File: src/rtl/wb_pkg.sv
// Shared types and constants for the register-file writeback arbiter.
// Pure declarations: no latency or backpressure of its own.
// Imported by regfile_wb_arbiter, wb_starve_arb and their bench.
package wb_pkg;

  // Default widths of the register index and register data.
  localparam int WB_REG_NUM_WIDTH = 5;
  localparam int WB_REG_WIDTH     = 32;

  // Architectural zero register: writes to it are accepted but never committed.
  localparam int WB_ZERO_REG = 0;

  // Which result stream owns the write port this cycle.
  typedef enum logic {
    WB_SRC_ALU = 1'b0,
    WB_SRC_LSU = 1'b1
  } wb_src_e;

  // One result-stream request at the default widths.
  typedef struct packed {
    logic                        valid;
    logic [WB_REG_NUM_WIDTH-1:0] rd;
    logic [WB_REG_WIDTH-1:0]     data;
  } wb_req_t;

  // Committed-write counter step; wraps naturally at 2^32.
  function automatic logic [31:0] wb_count_next(input logic [31:0] cnt, input logic en);
    return cnt + {31'b0, en};
  endfunction

endpackage

File: src/rtl/wb_starve_arb.sv
// Grant logic for ALU vs LSU writeback: LSU-priority with an ALU starvation guard.
// Latency: grants are combinational from the valids; only the starvation count is registered.
// Backpressure: exactly one grant when any source is valid; no grants while reset is high.
module wb_starve_arb
  import wb_pkg::*;
#(
  parameter int STARVE_LIMIT = 4
) (
  input  logic clock,
  input  logic reset,
  input  logic alu_valid_i,
  input  logic lsu_valid_i,
  output logic grant_alu_o,
  output logic grant_lsu_o
);

  localparam int CNT_W = $clog2(STARVE_LIMIT + 1);
  localparam logic [CNT_W-1:0] LIMIT_C = CNT_W'(STARVE_LIMIT);

  logic [CNT_W-1:0] starve_cnt_q;
  logic [CNT_W-1:0] starve_cnt_d;
  logic             force_alu;

  // ALU has lost STARVE_LIMIT cycles in a row: it takes the port this cycle.
  always_comb begin
    force_alu = alu_valid_i && (starve_cnt_q == LIMIT_C);
  end

  // LSU wins by default; ALU wins when alone or when forced. Nothing is granted in reset.
  always_comb begin
    grant_alu_o = 1'b0;
    grant_lsu_o = 1'b0;
    if (!reset) begin
      grant_alu_o = alu_valid_i && (force_alu || !lsu_valid_i);
      grant_lsu_o = lsu_valid_i && !force_alu;
    end
  end

  // Count consecutive cycles where the ALU waits behind the LSU; any ALU win or idle ALU clears it.
  always_comb begin
    starve_cnt_d = starve_cnt_q;
    if (!alu_valid_i || grant_alu_o) begin
      starve_cnt_d = '0;
    end else if (grant_lsu_o) begin
      starve_cnt_d = starve_cnt_q + 1'b1;
    end
  end

  // Starvation counter register.
  always_ff @(posedge clock or posedge reset) begin
    if (reset) begin
      starve_cnt_q <= '0;
    end else begin
      starve_cnt_q <= starve_cnt_d;
    end
  end

endmodule

File: src/rtl/regfile_wb_arbiter.sv
// Writeback stage: arbitrates ALU/LSU results onto the register-file RD port; WB_BYPASS_EN adds rs1/rs2 forwarding.
// Latency: one cycle from accepted handshake to RD_en/addr/data; x0 writes are accepted but not committed.
// Backpressure: ready is combinational and one-hot; the register file never stalls, so any valid source is served.
module regfile_wb_arbiter
  import wb_pkg::*;
#(
  parameter int REG_NUM_WIDTH = WB_REG_NUM_WIDTH,
  parameter int REG_WIDTH     = WB_REG_WIDTH,
  parameter int STARVE_LIMIT  = 4
) (
  input  logic                     clock,
  input  logic                     reset,
  input  logic                     ioAlu_valid,
  output logic                     ioAlu_ready,
  input  logic [REG_NUM_WIDTH-1:0] ioAlu_rd,
  input  logic [REG_WIDTH-1:0]     ioAlu_data,
  input  logic                     ioLsu_valid,
  output logic                     ioLsu_ready,
  input  logic [REG_NUM_WIDTH-1:0] ioLsu_rd,
  input  logic [REG_WIDTH-1:0]     ioLsu_data,
  output logic                     ioRegFile_ioRD_en,
  output logic [REG_NUM_WIDTH-1:0] ioRegFile_ioRD_addr,
  output logic [REG_WIDTH-1:0]     ioRegFile_ioRD_data,
  output logic [31:0]              ioStat_wbCount
`ifdef WB_BYPASS_EN
  ,
  input  logic [REG_NUM_WIDTH-1:0] ioByp_rs1_addr,
  input  logic [REG_NUM_WIDTH-1:0] ioByp_rs2_addr,
  output logic                     ioByp_rs1_hit,
  output logic [REG_WIDTH-1:0]     ioByp_rs1_data,
  output logic                     ioByp_rs2_hit,
  output logic [REG_WIDTH-1:0]     ioByp_rs2_data
`endif
);

  localparam logic [REG_NUM_WIDTH-1:0] ZERO_RD = REG_NUM_WIDTH'(WB_ZERO_REG);

  logic                     grant_alu;
  logic                     grant_lsu;
  wb_src_e                  win_src;
  logic                     win_take;
  logic [REG_NUM_WIDTH-1:0] win_rd;
  logic [REG_WIDTH-1:0]     win_data;

  logic                     rd_en_q,   rd_en_d;
  logic [REG_NUM_WIDTH-1:0] rd_addr_q, rd_addr_d;
  logic [REG_WIDTH-1:0]     rd_data_q, rd_data_d;
  logic [31:0]              wb_cnt_q,  wb_cnt_d;

  wb_starve_arb #(
    .STARVE_LIMIT (STARVE_LIMIT)
  ) u_arb (
    .clock       (clock),
    .reset       (reset),
    .alu_valid_i (ioAlu_valid),
    .lsu_valid_i (ioLsu_valid),
    .grant_alu_o (grant_alu),
    .grant_lsu_o (grant_lsu)
  );

  // Ready is the grant itself: a source is accepted the same cycle it wins.
  always_comb begin
    ioAlu_ready = grant_alu;
    ioLsu_ready = grant_lsu;
  end

  // Select the winning request's destination and data.
  always_comb begin
    win_take = grant_alu || grant_lsu;
    win_src  = grant_alu ? WB_SRC_ALU : WB_SRC_LSU;
    win_rd   = (win_src == WB_SRC_ALU) ? ioAlu_rd   : ioLsu_rd;
    win_data = (win_src == WB_SRC_ALU) ? ioAlu_data : ioLsu_data;
  end

  // Commit only non-x0 winners; on idle or x0 the address/data registers hold their last commit.
  always_comb begin
    rd_en_d   = win_take && (win_rd != ZERO_RD);
    rd_addr_d = rd_addr_q;
    rd_data_d = rd_data_q;
    if (rd_en_d) begin
      rd_addr_d = win_rd;
      rd_data_d = win_data;
    end
    // The count moves with RD_en so it already includes the write currently on the port.
    wb_cnt_d = wb_count_next(wb_cnt_q, rd_en_d);
  end

  // Output and statistics registers; reset clears them immediately.
  always_ff @(posedge clock or posedge reset) begin
    if (reset) begin
      rd_en_q   <= 1'b0;
      rd_addr_q <= '0;
      rd_data_q <= '0;
      wb_cnt_q  <= '0;
    end else begin
      rd_en_q   <= rd_en_d;
      rd_addr_q <= rd_addr_d;
      rd_data_q <= rd_data_d;
      wb_cnt_q  <= wb_cnt_d;
    end
  end

  // Drive the register-file port and statistics straight from the registers.
  always_comb begin
    ioRegFile_ioRD_en   = rd_en_q;
    ioRegFile_ioRD_addr = rd_addr_q;
    ioRegFile_ioRD_data = rd_data_q;
    ioStat_wbCount      = wb_cnt_q;
  end

`ifdef WB_BYPASS_EN
  // Forward the write on the port to same-cycle readers; x0 never hits.
  always_comb begin
    ioByp_rs1_hit  = rd_en_q && (rd_addr_q == ioByp_rs1_addr) && (ioByp_rs1_addr != ZERO_RD);
    ioByp_rs2_hit  = rd_en_q && (rd_addr_q == ioByp_rs2_addr) && (ioByp_rs2_addr != ZERO_RD);
    ioByp_rs1_data = ioByp_rs1_hit ? rd_data_q : '0;
    ioByp_rs2_data = ioByp_rs2_hit ? rd_data_q : '0;
  end
`endif

endmodule

File: config.mk
export PLATFORM = sky130hd
export DESIGN_NAME = regfile_wb_arbiter
export DESIGN_NICKNAME = d
export VERILOG_FILES = /design/src/rtl/wb_pkg.sv /design/src/rtl/wb_starve_arb.sv /design/src/rtl/regfile_wb_arbiter.sv
export SDC_FILE = /design/constraint.sdc
export NUM_CORES = 1
export LEC_CHECK = 0
export ABC_AREA = 1
export CORE_ASPECT_RATIO = 0.75
export CORE_MARGIN = 1
export CORE_UTILIZATION = 44
export CTS_BUF_LIST = sky130_fd_sc_hd__clkbuf_16
export DETAILED_ROUTE_END_ITERATION = 10
export PLACE_DENSITY = 0.81
export SYNTH_ARGS = -nofsm -noshare
export SYNTH_HDL_FRONTEND = slang
export SYNTH_SLANG_ARGS = --single-unit
File: constraint.sdc
create_clock -name clock -period 3.38 [get_ports clock]
set_input_delay 0.676 -clock clock [delete_from_list [all_inputs] [get_ports clock]]
set_output_delay 0.676 -clock clock [all_outputs]
set_load 0.05 [all_outputs]
======== Word level (Yosys, flattened, before mapping) ========
Cells that the tools add are included.
operators by class
  mux-type cells .......................... 6
  reductions and logical operators ........ 12
  add/subtract/negate cells ............... 2
  eq/ne operators ......................... 1
operator list
  kind                                         number
  adder 32 x 1 -> 32 bit                       1
  2-to-1 mux 32 bit                            1
  2-to-1 mux 3 bit                             2
  2-to-1 mux 5 bit                             1
  nonzero test 5 bit                           1
  logical AND 1 bit                            4
  adder 3 x 1 -> 3 bit, second input constant  1
  equality test 3 bit, second input constant   1
  zero test 1 bit                              3
  logical OR 1 bit                             3
  2-to-1 mux 1 bit                             2
  nonzero test 2 bit                           1
word-level totals
  bits of input ports ..................... 78
  flip-flop bits (word level) ............. 73

======== Depth between registers and ports, before layout ========
  depth after elaboration ................. 9
  mapped depth ............................ 22
  gate-level depth less buffers ........... 19

======== Cells and area by module ========
From an unflattened synthesis, not the netlist that was laid out.
unflattened totals
  cell total of the unflattened synthesis .. 537
  area total of the unflattened synthesis .. 3,861.2 um^2
by module, submodules not included
  module              times used  area an instance (um^2)  cells an instance
  regfile_wb_arbiter  1           3,652.3                  507
  wb_starve_arb       1           209.0                    30

======== Least setup slack after synthesis ========
OpenSTA, ideal clock, no wires.
  kind .................................... input port to flip-flop
  start point ............................. input ioAlu_valid
  end point ............................... register wb_cnt_q[24] (netlist: ioStat_wbCount[24])
  path slack .............................. -0.349 ns
  cell stages on the path ................. 17
  required time ........................... 3.257 ns
  setup time .............................. 0.123 ns
  arrival ................................. 3.606 ns
  cells stage by stage .................... nand3_1 -> nand2_2 -> nor2_1 -> nor2_1 -> o21bai_2 -> buf_4 -> buf_6 -> inv_1 -> ha_1 -> ha_1 -> nand3_1 -> nor2_1 -> nand2_1 -> nor3b_2 -> nand2_1 -> o21ai_1 -> nand2_1
between the ends
  elaborated cells between the ends (all ways) .. 12
  classes of those cells .................. 1 x add/sub; 3 x mux; 8 x reduce/logical
RTL lines
  element                 RTL line                  source
  from (decl)             regfile_wb_arbiter.sv:13  input logic ioAlu_valid,
  logical AND 1 bit       wb_starve_arb.sv:26       force_alu = alu_valid_i && (starve_cnt_q == LIMIT_C);
  zero test 1 bit         wb_starve_arb.sv:35       grant_lsu_o = lsu_valid_i && !force_alu;
  logical AND 1 bit       wb_starve_arb.sv:35
  2-to-1 mux 1 bit        wb_starve_arb.sv:33       if (!reset) begin
  net ioLsu_ready         regfile_wb_arbiter.sv:18  output logic ioLsu_ready,
  logical OR 1 bit        regfile_wb_arbiter.sv:69  win_take = grant_alu || grant_lsu;
  logical AND 1 bit       regfile_wb_arbiter.sv:77  rd_en_d = win_take && (win_rd != ZERO_RD);
  net rd_en_d             regfile_wb_arbiter.sv:45  logic rd_en_q, rd_en_d;
  adder 32 x 1 -> 32 bit  wb_pkg.sv:28              return cnt + {31'b0, en};
  net wb_cnt_d[24]        regfile_wb_arbiter.sv:48  logic [31:0] wb_cnt_q, wb_cnt_d;
  to (signal assigned)    regfile_wb_arbiter.sv:99  wb_cnt_q <= wb_cnt_d;
  to (decl)               regfile_wb_arbiter.sv:48
The timed path passes the listed nets, and every way through them passes these cells.
A chain may end at the register's enable or synchronous reset.

======== Worst setup path in the final report ========
  start point ............................. input ioAlu_valid
  end point ............................... register wb_cnt_q[24] (netlist: ioStat_wbCount[24])
between the ends
  word-level cells in the longest chain between the ends .. 8
  elaborated cells between the ends (all ways) .. 12
  classes of those cells .................. 1 x add/sub; 3 x mux; 8 x reduce/logical
RTL lines
  element                   RTL line                  source
  logical AND 1 bit         wb_starve_arb.sv:26
  logical OR 1 bit          wb_starve_arb.sv:34       grant_alu_o = alu_valid_i && (force_alu || !lsu_valid_i);
  logical AND 1 bit         wb_starve_arb.sv:34
  2-to-1 mux 1 bit          wb_starve_arb.sv:33
  2-to-1 mux 5 bit          regfile_wb_arbiter.sv:71  win_rd = (win_src == WB_SRC_ALU) ? ioAlu_rd : ioLsu_rd;
  nonzero test 5 bit        regfile_wb_arbiter.sv:77
  logical AND 1 bit *       regfile_wb_arbiter.sv:77
  net rd_en_d               regfile_wb_arbiter.sv:45
  adder 32 x 1 -> 32 bit *  wb_pkg.sv:28
  net wb_cnt_d[24]          regfile_wb_arbiter.sv:48
Mark *: on every way through the listed nets, which the timed path passes. The rest lies on a longest branch.

==> flow_summary.yaml <==
run_status:
  status: "complete, no violations"
global_route:
  grt_pass1_wl_um: 18000
  grt_overflow: 0
  antenna_found_initial: 0
  grt_max_degree: 38
  gr-usage-all-layers_pct: 26.6
  grt_pass1_vias: 3746
power:
  pwr_density_cell_nw_per_um2: 532
  peakVddDrop_v: 0.000599
  leakage_nw: 2.87
setup_path:
  worst-setup-path-type: "in2reg"
  rr_endpoint: "ioStat_wbCount[24]$_DFF_PP0_"
  cp.required_ns: 3.59
  arrival_ns: 3.30
  r2r_cells: 19
  cp-end-kind: "register"
  critPathMaxFanout: 7
  crit_path_start: "ioAlu_valid"
  crit_end: "ioStat_wbCount[24]$_DFF_PP0_"
  regToRegStartpoint: "u_arb.starve_cnt_q[0]$_DFFE_PP0P_"
  r2r_slack_ns: 0.52
  worstSetupStartpointType: "input pin"
synth:
  ys.warnings.count: 0
  synth_nets: 578
  synth-seq-area-share_pct: 48.0
  synth.avg_cell_area_um2: 7.67
  ys_types: 28
  netlist_instances: 496
  yosys_register_bits: 73
  syn-cell-area_um2: 3800
detailed_routing:
  via_count: 3876
  wl_um: 11300
  wl_per_cell_um: 14.8
  drc_errors: 0
  drtPass1Iterations: 5
  ant_nets: 0
  viasPerCell: 5.07
  first_iter_violations: 236
place:
  place.gp.congestion: 0.940
  portBuffers: 149
  dp_slack_ns: -0.0724
  post-dp-hpwl_um: 8580
sta:
  slew_headroom_pct: 56.4
  hold_ws_ns: 0.472
  finalHoldViolCount: 0
  rsz0062_at_grt: "no"
  min_period_ns: 3.09
  tightest_slew_ns: 0.652
  layout_setup_ws_ns: 0.293
  drv_slew: 0
  finalClockSkew_ns: 0.00445
  period_share_pct: 91.3
  setup-violations-final: 0
  fmax_mhz: 324
final_layout:
  drive_gt1_share_pct: 6.82
  mostFrequentLayoutCell: "nand2_1"
  final_nets: 738
  syn_to_final_growth_pct: 52.1
  nFillCells: 655
  layout_common_cells: "218 x nand2_1, 147 x clkdlybuf4s50_1, 73 x dfrtp_1"
  antenna_cells: 0
clock_network:
  insertion_delay_ns: 0.33
  cts_tree: "done"
  cts_buffers: 9
  cts.clk_slew.worst_paths_ns: 0.06
  cts-root-buf: "clkbuf_16"
  ctsHoldBuffers: 0
  cts.sinks: 73
  htreeDepth: 3
  cts_resized: 0
  post_cts_buffers: 0
  cts_buffer_depth: 2
floorplanning:
  dieWidth_um: 109
  die_area_um2: 9020
  core_um2: 8130
  start_util_pct: 46.8
  rows: 28
  io_pins: 150
  die_y_um: 82.5
run:
  maxCapViolCount: 0
worst_hold_path:
  hold_path_startpoint: "ioRegFile_ioRD_addr[3]$_DFFE_PP0N_"
  hp-class: "reg2reg"
through the flow:
step / std cells / cell area [um2] / power [mW] / utilization, % / setup TNS, ns
2_1_floorplan: 496 / 3810 / 1.68 / - / 0
3_3_place_gp: 750 / 5470 / 2.08 / 67.3 / 0
3_5_place_dp: 750 / 5470 / 2.10 / 67.3 / -0.0851
4_1_cts: 765 / 5780 / 3.09 / 71.1 / 0
5_1_grt: 765 / 5780 / 3.20 / 71.1 / 0
6_report: 765 / 5780 / 3.08 / 71.1 / 0
where the power goes:
part / internal [mW] / switching, mW
combinational: 0.360 / 0.642
clock: 0.638 / 0.347
sequential: 0.987 / 0.101
layer usage:
metal  up-vias  GRT usage (%)  share of wire, %
li1       1878              -                 -
met1      1818           33.9                42
met2       164           45.4                48
met3        16           6.12               8.3
met4         0           8.40               1.7
met5         -              0                 0
kinds of logic after synthesis:
logic type	Yosys count	share of synthesized area, %
buffers and inverters	55	6.35
xor gates and xnor gates	29	6.68
adders and majority gates	4	1.32
AOI/OAI and AO/OA	5	0.921
and+or+nand+nor	330	36.7
DFF	73	48.0
critical path, stage by stage:
cell and delay [ns]:
clkdlybuf4s50_1 0.51, nand3_1 0.11, nand2_2 0.09, nand2_2 0.11
nand2_1 0.09, nand2_1 0.09, nand3_1 0.13, o21bai_2 0.09
inv_1 0.08, ha_1 0.17, ha_1 0.17, nand3_1 0.11
nor2_2 0.17, nand2_1 0.12, nor3b_2 0.26, nand2_1 0.13
o21ai_1 0.13, nand2_1 0.07
sequential cells by signal, summed over array words and instances (netlist names):
| name | flops |
|---|---|
| ioRegFile_ioRD_en | 1 |
| ioStat_wbCount | 32 |
| ioRegFile_ioRD_data | 32 |
| ioRegFile_ioRD_addr | 5 |
| u_arb.starve_cnt_q | 3 |
Yosys cell counts (all sizes together):
cell type | number | share of area (%)
nand2 | 221 | 22
dfrtp | 73 | 48
nand3 | 51 | 6.7
inv | 36 | 3.6
nor2 | 25 | 2.7
xor2 | 21 | 4.8
nor3 | 14 | 1.8
buf | 11 | 2.0
nand4 | 11 | 1.8
xnor2 | 8 | 1.8
clkbuf | 6 | 0.59
ha | 4 | 1.3
o21ai | 4 | 0.63
nand3b | 3 | 0.59
clkinv | 2 | 0.20
and3 | 1 | 0.16
nor3b | 1 | 0.33
nor4 | 1 | 0.16
nor4b | 1 | 0.23
o21bai | 1 | 0.30
or2 | 1 | 0.16
layout make-up:
type	count	area (um2)	share of cell area, %
timing repair buffer	166	1630	28.1
multi-input combinational	368	1740	30.2
sequential	73	1830	31.6
inverter	38	143	2.47
clock inverter	6	85.1	1.47
clock buffer	9	225	3.90
tap	105	131	2.27
how the worst min path moves through the flow:
stage | endpoint | slack, ns | depth (start not counted)
CTS | ioRegFile_ioRD_addr[3]$_DFFE_PP0N_ | 0.48 | 2
finish | ioRegFile_ioRD_addr[3]$_DFFE_PP0N_ | 0.47 | 2
floorplan | u_arb.starve_cnt_q[1]$_DFFE_PP0P_ | 0.54 | 2
detailed placement | ioRegFile_ioRD_addr[3]$_DFFE_PP0N_ | 0.46 | 2
global placement | ioRegFile_ioRD_data[14]$_DFFE_PP0N_ | 0.45 | 2
global route | ioRegFile_ioRD_data[3]$_DFFE_PP0N_ | 0.50 | 2
No activity file was read; power rests on OpenSTA's default activity.
